File: src/rtl/spi_master_ctrl.sv
// SPI mode-0 command master: 10-bit opcode+payload frames, with optional turnaround and 8-bit read-back.
// Define SPI_MST_SEQ_CHECK_EN to reject rd-data commands that are not preceded by a rd-addr command.
module spi_master_ctrl #(
  parameter int CLK_DIV  = 2,
  parameter int TURN_CYC = 1
) (
  input  logic       clk,
  input  logic       rst_n,
  input  logic       cmd_valid,
  input  logic [9:0] cmd_data,
  output logic       cmd_ready,
  output logic       ss_n,
  output logic       sclk,
  output logic       mosi,
  input  logic       miso,
  output logic       rd_valid,
  output logic [7:0] rd_data,
  output logic       busy,
  output logic       err
);

  localparam int DW = (CLK_DIV > 1) ? $clog2(CLK_DIV) : 1;
  localparam int BW = $clog2(TURN_CYC + 11);

  localparam logic [DW-1:0] DIV_LAST   = DW'(CLK_DIV - 1);
  localparam logic [DW-1:0] GUARD_LAST = (CLK_DIV > 2) ? DW'(CLK_DIV - 2) : '0;
  localparam logic [BW-1:0] TURN_LAST  = (TURN_CYC > 0) ? BW'(TURN_CYC - 1) : '0;

  typedef enum logic [2:0] {IDLE, SHIFT_OUT, TURN, SHIFT_IN, GUARD} state_t;

  state_t        state, state_nx;
  logic          ss_n_nx, sclk_nx, mosi_nx, rd_valid_nx;
  logic [7:0]    rd_data_nx;
  logic [DW-1:0] div_cnt, div_nx;
  logic [BW-1:0] bit_cnt, bit_nx;
  logic [8:0]    shreg, shreg_nx;
  logic [1:0]    op, op_nx;
  logic [7:0]    rd_shift, rd_shift_nx;
  logic          phase_end, accept, launch;

  assign cmd_ready = (state == IDLE) && rst_n;
  assign busy      = (state != IDLE);
  assign accept    = cmd_valid && cmd_ready;
  assign phase_end = (div_cnt == DIV_LAST);

`ifdef SPI_MST_SEQ_CHECK_EN
  logic rd_seen, rd_seen_nx, err_r, err_nx;
  assign launch = accept && !((cmd_data[9:8] == 2'b11) && !rd_seen);
  assign err    = err_r;

  // The rd-addr-seen flag follows every accepted rd-addr / rd-data command.
  always_comb begin
    rd_seen_nx = rd_seen;
    err_nx     = 1'b0;
    if (accept) begin
      if (cmd_data[9:8] == 2'b10) rd_seen_nx = 1'b1;
      else if (cmd_data[9:8] == 2'b11) begin
        rd_seen_nx = 1'b0;
        err_nx     = !rd_seen;
      end
    end
  end

  always_ff @(posedge clk) begin
    if (!rst_n) begin
      rd_seen <= 1'b0;
      err_r   <= 1'b0;
    end else begin
      rd_seen <= rd_seen_nx;
      err_r   <= err_nx;
    end
  end
`else
  assign launch = accept;
  assign err    = 1'b0;
`endif

  always_comb begin
    state_nx    = state;
    ss_n_nx     = ss_n;
    sclk_nx     = sclk;
    mosi_nx     = mosi;
    div_nx      = phase_end ? '0 : div_cnt + 1'b1;
    bit_nx      = bit_cnt;
    shreg_nx    = shreg;
    op_nx       = op;
    rd_shift_nx = rd_shift;
    rd_data_nx  = rd_data;
    rd_valid_nx = 1'b0;

    case (state)
      IDLE: begin
        ss_n_nx = 1'b1;
        sclk_nx = 1'b0;
        mosi_nx = 1'b0;
        div_nx  = '0;
        bit_nx  = '0;
        if (launch) begin
          ss_n_nx  = 1'b0;
          mosi_nx  = cmd_data[9];
          shreg_nx = cmd_data[8:0];
          op_nx    = cmd_data[9:8];
          state_nx = SHIFT_OUT;
        end
      end

      // A read-data frame hands over on the 10th falling edge, so the next low phase opens the next pulse.
      SHIFT_OUT: begin
        if (phase_end) begin
          if (!sclk) begin
            if (bit_cnt == BW'(10)) begin
              ss_n_nx  = 1'b1;
              mosi_nx  = 1'b0;
              state_nx = GUARD;
            end else begin
              sclk_nx = 1'b1;
            end
          end else begin
            sclk_nx = 1'b0;
            if ((bit_cnt == BW'(9)) && (op == 2'b11)) begin
              bit_nx   = '0;
              mosi_nx  = 1'b0;
              state_nx = (TURN_CYC > 0) ? TURN : SHIFT_IN;
            end else begin
              bit_nx   = bit_cnt + 1'b1;
              mosi_nx  = shreg[8];
              shreg_nx = {shreg[7:0], 1'b0};
            end
          end
        end
      end

      TURN: begin
        mosi_nx = 1'b0;
        if (phase_end) begin
          sclk_nx = !sclk;
          if (sclk) begin
            if (bit_cnt == TURN_LAST) begin
              bit_nx   = '0;
              state_nx = SHIFT_IN;
            end else begin
              bit_nx = bit_cnt + 1'b1;
            end
          end
        end
      end

      SHIFT_IN: begin
        mosi_nx = 1'b0;
        if (phase_end) begin
          if (!sclk) begin
            if (bit_cnt == BW'(8)) begin
              ss_n_nx     = 1'b1;
              rd_valid_nx = 1'b1;
              rd_data_nx  = rd_shift;
              state_nx    = GUARD;
            end else begin
              sclk_nx     = 1'b1;
              rd_shift_nx = {rd_shift[6:0], miso};
            end
          end else begin
            sclk_nx = 1'b0;
            bit_nx  = bit_cnt + 1'b1;
          end
        end
      end

      // The IDLE accept cycle also keeps ss_n high, so the whole gap between frames is CLK_DIV cycles.
      GUARD: begin
        ss_n_nx = 1'b1;
        sclk_nx = 1'b0;
        div_nx  = div_cnt + 1'b1;
        if (div_cnt == GUARD_LAST) begin
          div_nx   = '0;
          state_nx = IDLE;
        end
      end

      default: state_nx = IDLE;
    endcase
  end

  always_ff @(posedge clk) begin
    if (!rst_n) begin
      state    <= IDLE;
      ss_n     <= 1'b1;
      sclk     <= 1'b0;
      mosi     <= 1'b0;
      div_cnt  <= '0;
      bit_cnt  <= '0;
      shreg    <= '0;
      op       <= '0;
      rd_shift <= '0;
      rd_data  <= '0;
      rd_valid <= 1'b0;
    end else begin
      state    <= state_nx;
      ss_n     <= ss_n_nx;
      sclk     <= sclk_nx;
      mosi     <= mosi_nx;
      div_cnt  <= div_nx;
      bit_cnt  <= bit_nx;
      shreg    <= shreg_nx;
      op       <= op_nx;
      rd_shift <= rd_shift_nx;
      rd_data  <= rd_data_nx;
      rd_valid <= rd_valid_nx;
    end
  end

endmodule

File: config.mk
export PLATFORM = sky130hd
export DESIGN_NAME = spi_master_ctrl
export DESIGN_NICKNAME = d
export VERILOG_FILES = /design/src/rtl/spi_master_ctrl.sv
export SDC_FILE = /design/constraint.sdc
export NUM_CORES = 1
export LEC_CHECK = 0
export ABC_AREA = 1
export BUFFER_PORTS_ARGS = -buffer_cell sky130_fd_sc_hd__buf_2
export CAP_MARGIN = 20
export CORE_AREA = 2 2 78 80
export CTS_CLUSTER_SIZE = 24
export DETAILED_ROUTE_END_ITERATION = 8
export DIE_AREA = 0 0 80 82
export PLACE_DENSITY = 0.64
export SYNTH_ARGS = -nofsm -noshare
export SYNTH_HDL_FRONTEND = slang
export SYNTH_SLANG_ARGS = --single-unit
export TNS_END_PERCENT = 5
File: constraint.sdc
create_clock -name clk -period 4.19 [get_ports clk]
set_input_delay 0.6285 -clock clk [delete_from_list [all_inputs] [get_ports clk]]
set_output_delay 0.6285 -clock clk [all_outputs]
set_load 0.02 [all_outputs]
# Word level (Yosys, flattened, before mapping)
# Index checks and enable logic that the tools add are counted.
dict set report totals {
  ff_bits 39
  latch_bits 0
  ram_bits 0
  mem_bits_ro 0
  in_bits 14
  output_inout_bits 15
  word_cells 119
  memories 0
}
dict set report op_classes {
  n_addsub 2
  multipliers 0
  div 0
  order_cmp 0
  eq_ne 24
  n_shift 0
  n_mux 53
  bitwise_logic 5
  reduce_logical 24
}
# cell count
set op_table {}
lappend op_table {{2-to-1 mux 3 bit} 12}
lappend op_table {{2-to-1 mux 9 bit} 4}
lappend op_table {{2-to-1 mux 4 bit} 8}
lappend op_table {{inequality test 2 bit (second input constant)} 14}
lappend op_table {{2-to-1 mux 1 bit} 22}
lappend op_table {{case mux 9 bit (2 select lines)} 1}
lappend op_table {{case mux 4 bit (4 select lines)} 1}
lappend op_table {{case mux 3 bit (5 select lines)} 1}
lappend op_table {{AND reduction 7 bit} 2}
lappend op_table {{equality test 4 bit (second input constant)} 3}
lappend op_table {{AND reduction 4 bit} 3}
lappend op_table {{nonzero test 4 bit} 3}
lappend op_table {{AND reduction 11 bit} 1}
lappend op_table {{case mux 1 bit (4 select lines)} 2}
lappend op_table {{equality test 3 x 2 -> 1 bit (second input constant)} 2}
lappend op_table {{inequality test 3 bit (second input constant)} 2}
lappend op_table {{nonzero test 3 bit} 2}
lappend op_table {{inverter 1 bit} 5}
lappend op_table {{AND reduction 5 bit} 1}
lappend op_table {{adder 4 x 1 -> 4 bit (second input constant)} 1}
lappend op_table {{logical NOT 4 bit} 1}
lappend op_table {{OR reduction 2 bit} 2}
lappend op_table {{OR reduction 4 bit} 1}
lappend op_table {{equality test 3 x 1 -> 1 bit (second input constant)} 1}
lappend op_table {{11 further kinds} 13}

# Longest topological paths before layout
# Gate-level depths: netlist of run 1.
dict set report depth {
  depth_word 6
  mapped_depth 11
  mapped_depth_nobuf 10
}

# Least setup slack after synthesis of run 1
# Ideal clock, no wire load.
dict set report synth_path {
  kind {reg2out}
  start {register state[1]}
  end {output cmd_ready}
  arrival_ns 1.056
  required_time_ns 3.562
  slack_ns 2.506
  path_stages_with_launch 5
  path_buffers 1
  cell_sequence {dfxtp_1 buf_2 nor2_4 nand2_2 nor2_1}
}
dict set report synth_via {
  elab_chain_cells 2
}
# element line
set synth_lines {}
lappend synth_lines {{from (decl)} 31} ;# state_t state, state_nx;
lappend synth_lines {{from (signal assigned)} 197} ;# state <= state_nx;
lappend synth_lines {{logical NOT 3 bit} 41} ;# assign cmd_ready = (state == IDLE) && rst_n;
lappend synth_lines {{logical AND 1 bit} 41}
lappend synth_lines {{to (decl)} 11} ;# output logic cmd_ready,
# No other way between the ends.

# Final worst setup path of run 1
dict set report layout_path {
  start {input rst_n}
  end {output cmd_ready}
}
dict set report layout_via {
  elab_chain_cells 1
}
# element line
set layout_lines {}
lappend layout_lines {{from (decl)} 8} ;# input logic rst_n,
lappend layout_lines {{logical AND 1 bit} 41}
# No other way between the ends.

==> results of run 1 <==
[path summary, 6_finish.rpt]
check | start | to | slack, ns | depth (start not counted)
setup / recovery | rst_n | cmd_ready | 1.91 | 4
hold / removal | rd_shift[7] | rd_shift[7] | 0.47 | 2
setup reg to reg | state[2] | shreg[7] | 2.29 | 8
hold reg to reg | rd_shift[7] | rd_shift[7] | 0.47 | 2
[per-layer routing]
metal	global-route usage, %	up-vias
met5	0	-
met4	4.407	0
met3	3.956	4
met2	23.83	41
met1	17.22	812
li1	-	943
[layout by cell type, fill, tap and decap left out, types with 4 or more instances in the layout]
cell | Yosys | routed
nor3_1 | 4 | 4
nand2_1 | 64 | 64
inv_1 | 25 | 25
ha_1 | 4 | 4
clkbuf_8 | 0 | 5
dfxtp_1 | 39 | 39
o211a_1 | 8 | 8
nor2_1 | 44 | 44
a21oi_1 | 16 | 16
buf_2 | 4 | 27
nand3_1 | 22 | 22
o21ai_0 | 25 | 25
[final cells by class]
type	instances	area (µm²)
Clock inverter	2	60.06
Sequential cell	39	780.7
Timing Repair Buffer	27	135.1
Fill cell	625	3482
Multi-Input combinational cell	204	1017
Clock buffer	6	72.57
Inverter	27	103.9
Tap cell	75	93.84
[logic make-up after synthesis]
logic type      synth area share, %
simple gates                  33.59
xor+xnor                     0.8907
flops                         39.69
fa+ha+maj                     2.545
compound gates                14.50
buf+inv                       8.587
other cells                  0.1907
[through the flow]
step / total power, W / utilization [%] / instance area [µm²]
after floorplan: 0.001004 / - / 1967
after global placement: 0.001122 / 37.09 / 2131
after detailed placement: 0.001128 / 37.09 / 2131
after CTS: 0.001508 / 39.39 / 2263
after global routing: 0.001621 / 39.39 / 2263
final: 0.001497 / 39.39 / 2263
[synthesized netlist by cell type (all sizes together)]
| master | number | share of area (%) |
|---|---|---|
| nand2 | 66 | 13 |
| nor2 | 50 | 11 |
| dfxtp | 39 | 40 |
| inv | 27 | 5.3 |
| o21ai | 25 | 6.4 |
| nand3 | 24 | 7.0 |
| a21oi | 16 | 4.1 |
| buf | 9 | 3.1 |
| o211a | 8 | 4.1 |
| ha | 4 | 2.5 |
| nor3 | 4 | 1.0 |
| nand4 | 2 | 0.95 |
| xor2 | 2 | 0.89 |
| clkbuf | 1 | 0.19 |
| conb | 1 | 0.19 |
| nand3b | 1 | 0.38 |
| nor4 | 1 | 0.32 |
[state kept, by name (all words and copies together) (netlist names)]
signal / cells
op: 2
sclk: 1
rd_shift: 8
mosi: 1
div_cnt: 1
ss_n: 1
rd_data: 8
shreg: 9
bit_cnt: 4
state: 3
rd_valid: 1
[power by group through the flow]
| stage | clock network [W] | logic, W | registers, W |
|---|---|---|---|
| after floorplan | 0 | 0.000482 | 0.000522 |
| after global placement | 0 | 0.000587 | 0.000535 |
| after detailed placement | 0 | 0.000591 | 0.000538 |
| after CTS | 0.000384 | 0.000595 | 0.000528 |
| after global routing | 0.000402 | 0.000677 | 0.000541 |
| final | 0.000376 | 0.000591 | 0.000530 |
[critical path: cells and delay by family]
kind / cells / cell delay (ns)
buffers and inverters: 3 / 0.84
AND/OR/NAND/NOR: 1 / 0.18
==> summary.md, run 1 <==
| Metric | Value |
|---|---|
| Clock-pin slew on the worst setup and hold paths | `0.07 ns` |
| Tot GR Track Use | `14.02%` |
| # H-tree levels | `2` |
| Setup skew after layout | `0.01712 ns` |
| P_leak | `1.064 nW` |
| Largest net degree at the start of global routing | `35` |
| Fraction of layout cells with a size suffix above 1 | `15.41%` |
| # diodes | `0` |
| Max Cap Viol | `0` |
| TritonCTS Buffers | `5` |
| Synthesized Nets | `298` |
| DR WL met3 | `225 µm` |
| CTS Sinks | `39` |
| ANT nets after route | `0` |
| GRT Residual Overflow | `0` |
| Min-Delay Path Class | `flop to flop` |
| CP Capture Type | `output port` |
| Clock root buffer | `clkbuf_8` |
| Setup TNS | `0 ns` |
| Setup crit start kind | `input pin` |
| Switching Power | `0.0006156 W` |
| Vias per Instance | `4.737` |
| Fin Hold WS | `0.4653 ns` |
| #FFs+latches synth | `39` |
| Worst Tran Pin Value | `0.5462 ns` |
| Placed instance count | `372` |
| CP max stage cell | `buf_2` |
| DR iter-0 viols | `126` |
| Post-synthesis sequential area ratio | `39.69%` |
| Via count | `1800` |
| Core ar. | `0.005746 mm²` |
| Clock buffer depth | `2` |
| Setup CP Type | `input pin to output port` |
| Number of global-route vias before repair | `1618` |
| Sequential cell fraction of total power | `35.4%` |
| Warnings, synthesis | `0` |
| RSZ-0062 raised after global routing | `false` |
| Met2 WL | `2.021 mm` |
| Port bufs | `27` |
| CP required | `3.56 ns` |
| DP Worst Slack | `1.885 ns` |
| Internal Pwr Total | `0.0008819 W` |
| Post-route setup slack | `1.910 ns` |
| Gate power share | `39.5%` |
| Fin. max-slew vios | `0` |
| M1 wire length | `1.969 mm` |
| Crit-path most repeated cell | `buf_2` |
| Clk pwr share | `25.1%` |
| Initial core utilization | `34.23%` |
| DRT Pass-1 Iters | `4` |
| Top Layer Used | `met4` |
| Cts repair resizes | `0` |
| Slew headroom | `63.54%` |
| Post-route minimum period | `2.280 ns` |
| Fmax achieved | `438.6 MHz` |
| Die H | `82 µm` |
| # rows | `28` |
| Cell area after synthesis | `0.001967 mm²` |
| Maximum VDD drop | `0.2461 mV` |
| Clk_lat worst skew | `0.30 ns` |
| # IOs | `29` |
| Arr. time, crit path | `1.65 ns` |
| Initial antenna violation count | `0` |
| Switching share of power | `41.11%` |
| Fin. Hold Viols | `0` |
| Critical-path cell list | `buf_2, inv_1, nor2_1, buf_2` |
| First-pass GRT wire length | `7.251 mm` |
| Library cells used by synthesis | `28` |
| Post-CTS Repair Setup Buffers | `0` |
| DRC | `0` |
| Maximum net fanout on the critical path | `34` |
| DIE WIDTH | `80 µm` |
| Setup Viol. Count Final | `0` |
| CP max stage delay | `0.43 ns` |
| Result of the run | `finished, final reports clean` |
| Fin cells | `380` |
| Routability-driven placement congestion ratio | `0.9177` |
| DR WL/cell | `11.21 µm` |
| Area Overhead vs Synth | `15.08%` |
| Mean Syn Cell Area | `7.025 µm²` |
| Nets | `322` |
| DIE AREA | `0.006560 mm²` |
| Post-Synthesis Cells | `280` |
| DRT Wirelength | `4.259 mm` |
| Detailed placement HPWL | `3.024 mm` |
| TritonCTS clock tree | `done` |
| P per Cell Area | `661.6 mW/mm²` |
| Fin crit share | `54.41%` |
| Hold_buf cts | `0` |
Power figures use the tool's default switching activity.
==> inputs of run 2 (changes only) <==
--- a/config.mk
+++ b/config.mk
@@ -5,14 +5,14 @@
 export SDC_FILE = /design/constraint.sdc
 export NUM_CORES = 1
 export LEC_CHECK = 0
-export ABC_AREA = 1
+export ABC_AREA = 0
 export BUFFER_PORTS_ARGS = -buffer_cell sky130_fd_sc_hd__buf_2
 export CAP_MARGIN = 20
 export CORE_AREA = 2 2 78 80
 export CTS_CLUSTER_SIZE = 24
 export DETAILED_ROUTE_END_ITERATION = 8
 export DIE_AREA = 0 0 80 82
-export PLACE_DENSITY = 0.64
+export PLACE_DENSITY = 0.65
 export SYNTH_ARGS = -nofsm -noshare
 export SYNTH_HDL_FRONTEND = slang
 export SYNTH_SLANG_ARGS = --single-unit
==> constraint.sdc (replaced) <==
create_clock -name clk -period 2 [get_ports clk]
set_input_delay 0.3 -clock clk [delete_from_list [all_inputs] [get_ports clk]]
set_output_delay 0.3 -clock clk [all_outputs]
set_load 0.02 [all_outputs]
==> run 2 against run 1 <==
Net effect: register-to-register slack got worse by 2.1 ns; combinational power fell by 59%; hold slack got worse by 0.23 ns; routed wire length fell by 1.4%; global-route usage rose by 0.19 points; sequential power rose by 57%; critical path type is now flop to flop; largest power group is now registers; highest routed layer unchanged.
==> summary.md, run 2 <==
| Metric | Value |
|---|---|
| Routability-driven placement congestion ratio | `0.8074` |
| Setup TNS | `0 ns` |
| Setup skew after layout | `0.01252 ns` |
| Nets | `269` |
| Library cells used by synthesis | `47` |
| Post-Synthesis Cells | `224` |
| Fin Hold WS | `0.2402 ns` |
| Clock-pin slew on the worst setup and hold paths | `0.08 ns` |
| Min-Delay Path Class | `input pin to flop` |
| Fin. max-slew vios | `0` |
| Fin. Hold Viols | `0` |
| Met2 Use GR | `24.00%` |
| Global-route met3 utilization | `4.176%` |
| Cell area after synthesis | `0.001946 mm²` |
| DRT Pass-1 Iters | `4` |
| # H-tree levels | `2` |
| Setup CP Type | `flop to flop` |
| Initial antenna violation count | `0` |
| CP max stage delay | `0.40 ns` |
| Critical-path cell list | `inv_1, ha_1, and3_1, a211oi_4, or2_1, a311oi_1` |
| Hold_buf cts | `0` |
| Yosys top cell by area | `dfxtp_1` |
| Detailed placement HPWL | `3.119 mm` |
| Predominant post-synthesis flop cell | `dfxtp_1` |
| Mean Syn Cell Area | `8.686 µm²` |
| Via count | `1652` |
| #FFs+latches synth | `39` |
| CP Capture Type | `flop` |
| TritonCTS Buffers | `5` |
| DRC | `0` |
| Post-route minimum period | `1.791 ns` |
| CP required | `2.15 ns` |
| First-pass GRT wire length | `7.348 mm` |
| Buf/Inv on CP | `1` |
| Ys async rst share | `0%` |
| Cts repair resizes | `0` |
| Max FFs per register | `9` |
| Clock buffer depth | `2` |
| TritonCTS clock tree | `done` |
| Regs by FF count | `shreg: 9 flops, rd_data: 8 flops, rd_shift: 8 flops` |
| Clk_lat worst skew | `0.29 ns` |
| Yosys top cell area share | `40.13%` |
| DIE AREA | `0.006560 mm²` |
| GRT Residual Overflow | `0` |
| Most frequent cells in the layout | `dfxtp_1, nand2_1, buf_2` |
| # diodes | `0` |
| Synthesized Nets | `242` |
| RSZ-0062 raised after global routing | `false` |
| Post-synthesis sequential area ratio | `40.13%` |
| Maximum VDD drop | `0.3120 mV` |
| Port bufs | `27` |
| Setup crit start kind | `flop` |
| DR iter-0 viols | `98` |
| # rows | `28` |
| P per Cell Area | `702.2 mW/mm²` |
| Fin crit share | `89.53%` |
| DR WL/cell | `12.88 µm` |
| CP max stage cell | `dfxtp_1` |
| DIE WIDTH | `80 µm` |
| Largest net degree at the start of global routing | `21` |
| Number of flops mapped to enable cells by yosys | `0` |
| Fraction of layout cells with a size suffix above 1 | `21.51%` |
| Most instantiated library cell after synthesis | `dfxtp_1` |
| Top Family by Delay on Critical Path | `simple AND/OR/NAND/NOR gates` |
| DRT Wirelength | `4.200 mm` |
| Max Cap Viol | `0` |
| Number of global-route vias before repair | `1674` |
| Area Overhead vs Synth | `15.76%` |
| Warnings, synthesis | `0` |
| CTS Sinks | `39` |
| Result of the run | `finished, final reports clean` |
| GRT met1 Usage | `17.07%` |
| Largest register by flop count | `shreg` |
| Most common cell after layout, fill and taps aside | `dfxtp_1` |
| P_leak | `0.8409 nW` |
| Tot GR Track Use | `14.21%` |
| Synth top area cells | `dfxtp_1, mux2i_1, nand2_1` |
| Die H | `82 µm` |
| # IOs | `29` |
| Core ar. | `0.005746 mm²` |
| Vias per Instance | `5.067` |
| Clock root buffer | `clkbuf_8` |
| Arr. time, crit path | `1.94 ns` |
| Grt peak-use layer | `met2` |
| ANT nets after route | `0` |
| Commonest cells in the netlist | `dfxtp_1, nand2_1, nor2_1` |
| Post-CTS Repair Setup Buffers | `0` |
| Fmax achieved | `558.5 MHz` |
| Setup Viol. Count Final | `0` |
| Fillers | `603` |
| Maximum net fanout on the critical path | `9` |
| Initial core utilization | `33.86%` |
run 2: cell types whose count changed after synthesis, moves of 8 or more:
cell      delta
nand2_1     -33
nor2_1      -23
o21ai_0     -21
inv_1       -19
mux2i_1     +19
nand3_1     -17
a311oi_1     +9
a21oi_1      -8
o211a_1      -8
run 2: worst register-to-register path, cell delays in order, from the launching register on:
cell	delay, ns
dfxtp_1	0.40
inv_1	0.08
ha_1	0.19
and3_1	0.25
a211oi_4	0.26
or2_1	0.33
a311oi_1	0.14
run 2: layout make-up:
| class | count | area (µm²) | area share (%) |
|---|---|---|---|
| Clock buffer | 5 | 68.82 | 3.056 |
| Clock inverter | 2 | 13.76 | 0.6111 |
| Inverter | 6 | 22.52 | 1.000 |
| Multi-Input combinational cell | 160 | 1047 | 46.50 |
| Sequential cell | 39 | 780.7 | 34.67 |
| Tap cell | 75 | 93.84 | 4.167 |
| Timing Repair Buffer | 39 | 225.2 | 10.00 |
run 2: power breakdown:
part	total (W)	internal (W)	switching [W]
clock network	0.000506	0.000238	0.000268
registers	0.000832	0.000808	0.0000248
logic	0.000243	0.0000974	0.000145
run 2: per-stage QoR:
step | setup slack [ns] | util [%] | area, µm² | power [W] | instances
after floorplan | 0.3347 | - | 1946 | 0.001036 | 224
after global routing | 0.003400 | 39.20 | 2252 | 0.001674 | 326
after CTS | 0.2099 | 39.20 | 2252 | 0.001605 | 326
after detailed placement | 0.2364 | 37.76 | 2170 | 0.001093 | 319
final | 0.2094 | 39.20 | 2252 | 0.001581 | 326
after global placement | 0.2679 | 37.76 | 2170 | 0.001093 | 319
run 2: logic make-up after synthesis:
group | after synthesis | synth area share (%)
other | 1 | 0.1927
AND/OR/NAND/NOR | 99 | 25.79
multiplexers | 19 | 9.775
flip-flops | 39 | 40.13
buffers and inverters | 25 | 6.687
adder cells (fa/ha/maj) | 4 | 2.572
AO/OA/AOI/OAI | 37 | 14.86
run 2: final timing paths:
kind          startpoint  endpoint  slack, ns  cells past startpoint
max           bit_cnt[1]  shreg[8]       0.21                      6
min          cmd_data[8]     op[0]       0.24                      3
max reg2reg   bit_cnt[1]  shreg[8]       0.21                      6
min reg2reg        op[0]     op[0]       0.47                      2
run 2: routing by layer:
layer	part of all wire, %	wire length (µm)
met5	0	0
met2	46	1952
met1	48	2011
met4	1.4	59
met3	4.2	176
==> inputs of run 3 (changes only) <==
--- a/config.mk
+++ b/config.mk
@@ -8,11 +8,11 @@
 export ABC_AREA = 0
 export BUFFER_PORTS_ARGS = -buffer_cell sky130_fd_sc_hd__buf_2
 export CAP_MARGIN = 20
-export CORE_AREA = 2 2 78 80
+export CORE_AREA = 2 2 66 68
 export CTS_CLUSTER_SIZE = 24
 export DETAILED_ROUTE_END_ITERATION = 8
-export DIE_AREA = 0 0 80 82
-export PLACE_DENSITY = 0.65
+export DIE_AREA = 0 0 68 70
+export PLACE_DENSITY = 0.83
 export SYNTH_ARGS = -nofsm -noshare
 export SYNTH_HDL_FRONTEND = slang
 export SYNTH_SLANG_ARGS = --single-unit
==> run 3 against run 2 <==
Net effect: clock power is 34% higher; clock skew is 0.0056 ns lower; clock-buffer cell count stayed put; sequential power hardly changed; cell count is 7.7% lower; register-to-register slack worse by 0.03 ns; first-iteration DRC count is 13% higher; final area is 0.56% lower; routed wire length is 3.2% lower; setup slack worse by 0.076 ns; flip-flop and latch count stayed put; power is 11% higher; critical path type is now flop to output port; highest routed layer unchanged.
==> summary.md, run 3 (same netlist as run 2, synthesis figures left out) <==
| Metric | Value |
|---|---|
| Result of the run | `finished, final reports clean` |
| Initial antenna violation count | `0` |
| DR WL/cell | `13.51 µm` |
| CP required | `1.70 ns` |
| DR iter-0 viols | `111` |
| Detailed placement HPWL | `2.935 mm` |
| Fin crit share | `93.32%` |
| Nets | `266` |
| Top Family by Delay on Critical Path | `simple AND/OR/NAND/NOR gates` |
| # H-tree levels | `2` |
| Regs by FF count | `shreg: 9 flops, rd_data: 8 flops, rd_shift: 8 flops` |
| Post-CTS Repair Setup Buffers | `0` |
| Min-Delay Path Class | `input pin to flop` |
| Maximum net fanout on the critical path | `14` |
| Fraction of layout cells with a size suffix above 1 | `21.29%` |
| Setup Viol. Count Final | `0` |
| TritonCTS clock tree | `done` |
| Fin. Hold Viols | `0` |
| Cts repair resizes | `0` |
| Post-route setup slack | `0.1336 ns` |
| Grt peak-use layer | `met2` |
| DRC | `0` |
| Clock-pin slew on the worst setup and hold paths | `0.08 ns` |
| GRT Residual Overflow | `0` |
| Slew headroom | `65.92%` |
| Post-route minimum period | `1.866 ns` |
| Clk_lat worst skew | `0.30 ns` |
| Setup skew after layout | `0.006956 ns` |
| Die H | `70 µm` |
| ANT nets after route | `0` |
| CP max stage delay | `0.53 ns` |
| Clock root buffer | `clkbuf_8` |
| Overall power | `0.001748 W` |
| Max FFs per register | `9` |
| DP Worst Slack | `0.1789 ns` |
| DIE AREA | `0.004760 mm²` |
| Setup crit start kind | `flop` |
| Routability-driven placement congestion ratio | `0.8284` |
| # diodes | `0` |
| CTS Sinks | `39` |
| DIE WIDTH | `68 µm` |
| Buf/Inv on CP | `1` |
| DRT Pass-1 Iters | `4` |
| Largest register by flop count | `shreg` |
| Critical-path cell list | `or3_1, nor2_1, buf_2` |
| Maximum VDD drop | `0.4393 mV` |
| Fin Hold WS | `0.2278 ns` |
| Max Cap Viol | `0` |
| Area Overhead vs Synth | `15.11%` |
| Via count | `1663` |
| Vias per Instance | `5.525` |
| # IOs | `29` |
| Fmax achieved | `535.8 MHz` |
| Fillers | `379` |
| Fin. max-slew vios | `0` |
| Most common cell after layout, fill and taps aside | `dfxtp_1` |
| Global-route met3 utilization | `5.314%` |
| GRT met1 Usage | `24.26%` |
| Met2 Use GR | `29.99%` |
| Arr. time, crit path | `1.57 ns` |
| DRT Wirelength | `4.067 mm` |
| Hold_buf cts | `0` |
| Number of global-route vias before repair | `1518` |
| CP max stage cell | `or3_1` |
| Tot GR Track Use | `18.97%` |
| Clock buffer depth | `2` |
| # rows | `24` |
| P per Cell Area | `780.6 mW/mm²` |
| Most frequent cells in the layout | `dfxtp_1, nand2_1, buf_2` |
| Setup TNS | `0 ns` |
| TritonCTS Buffers | `5` |
| Port bufs | `27` |
| Largest net degree at the start of global routing | `17` |
| RSZ-0062 raised after global routing | `false` |
| First-pass GRT wire length | `6.955 mm` |
| Initial core utilization | `46.95%` |
| Worst Tran Pin Value | `0.5106 ns` |
| CP Capture Type | `output port` |
| Core ar. | `0.004144 mm²` |
| P_leak | `0.8424 nW` |
| Setup CP Type | `flop to output port` |
==> run 3: cell count changes in the layout (fill, tap and decap cells not counted) <==
cell	delta
inv_6	+1
nor3b_2	+1
bufinv_16	+1
buf_4	-3
clkinv_2	-1
nor3b_1	-1
==> run 3: metal layers <==
layer  part of all wire, %  routed length [µm]  vias to the layer above
li1                      -                   -                      835
met1                    44                1803                      782
met2                    49                1976                       39
met3                   5.6                 227                        7
met4                   1.5                  60                        0
met5                     0                   0                        -
==> run 3: power by group <==
part	switching, W	internal, W
registers	0.0000244	0.000807
clock network	0.000300	0.000378
logic	0.000143	0.0000960
total	0.000467	0.00128
==> run 3: through the flow <==
stage / util (%) / cell area, µm² / instances
2_1_floorplan: - / 1946 / 224
3_3_place_gp: 51.12 / 2118 / 293
3_5_place_dp: 51.12 / 2118 / 293
4_1_cts: 53.93 / 2235 / 301
5_1_grt: 54.05 / 2240 / 301
6_report: 54.05 / 2240 / 301
==> run 3: final timing paths <==
| check | cells past startpoint | slack (ns) | to | from |
|---|---|---|---|---|
| setup reg to reg | 8 | 0.18 | rd_shift[5] | bit_cnt[0] |
| hold reg to reg | 2 | 0.46 | shreg[0] | shreg[0] |
| setup / recovery | 3 | 0.13 | cmd_ready | state[1] |
| hold / removal | 3 | 0.23 | op[0] | cmd_data[8] |
==> run 3: tightest hold or removal path, cell delays in order <==
cell,delay (ns)
buf_2,0.10
nand2_1,0.04
o21ai_0,0.05
==> run 3: final cells by class <==
class | instances | area [µm²] | area share [%]
Sequential cell | 39 | 780.7 | 34.86
Inverter | 6 | 22.52 | 1.006
Tap cell | 52 | 65.06 | 2.905
Clock buffer | 5 | 68.82 | 3.073
Multi-Input combinational cell | 160 | 1052 | 46.98
Clock inverter | 3 | 47.55 | 2.123
Timing Repair Buffer | 36 | 202.7 | 9.050
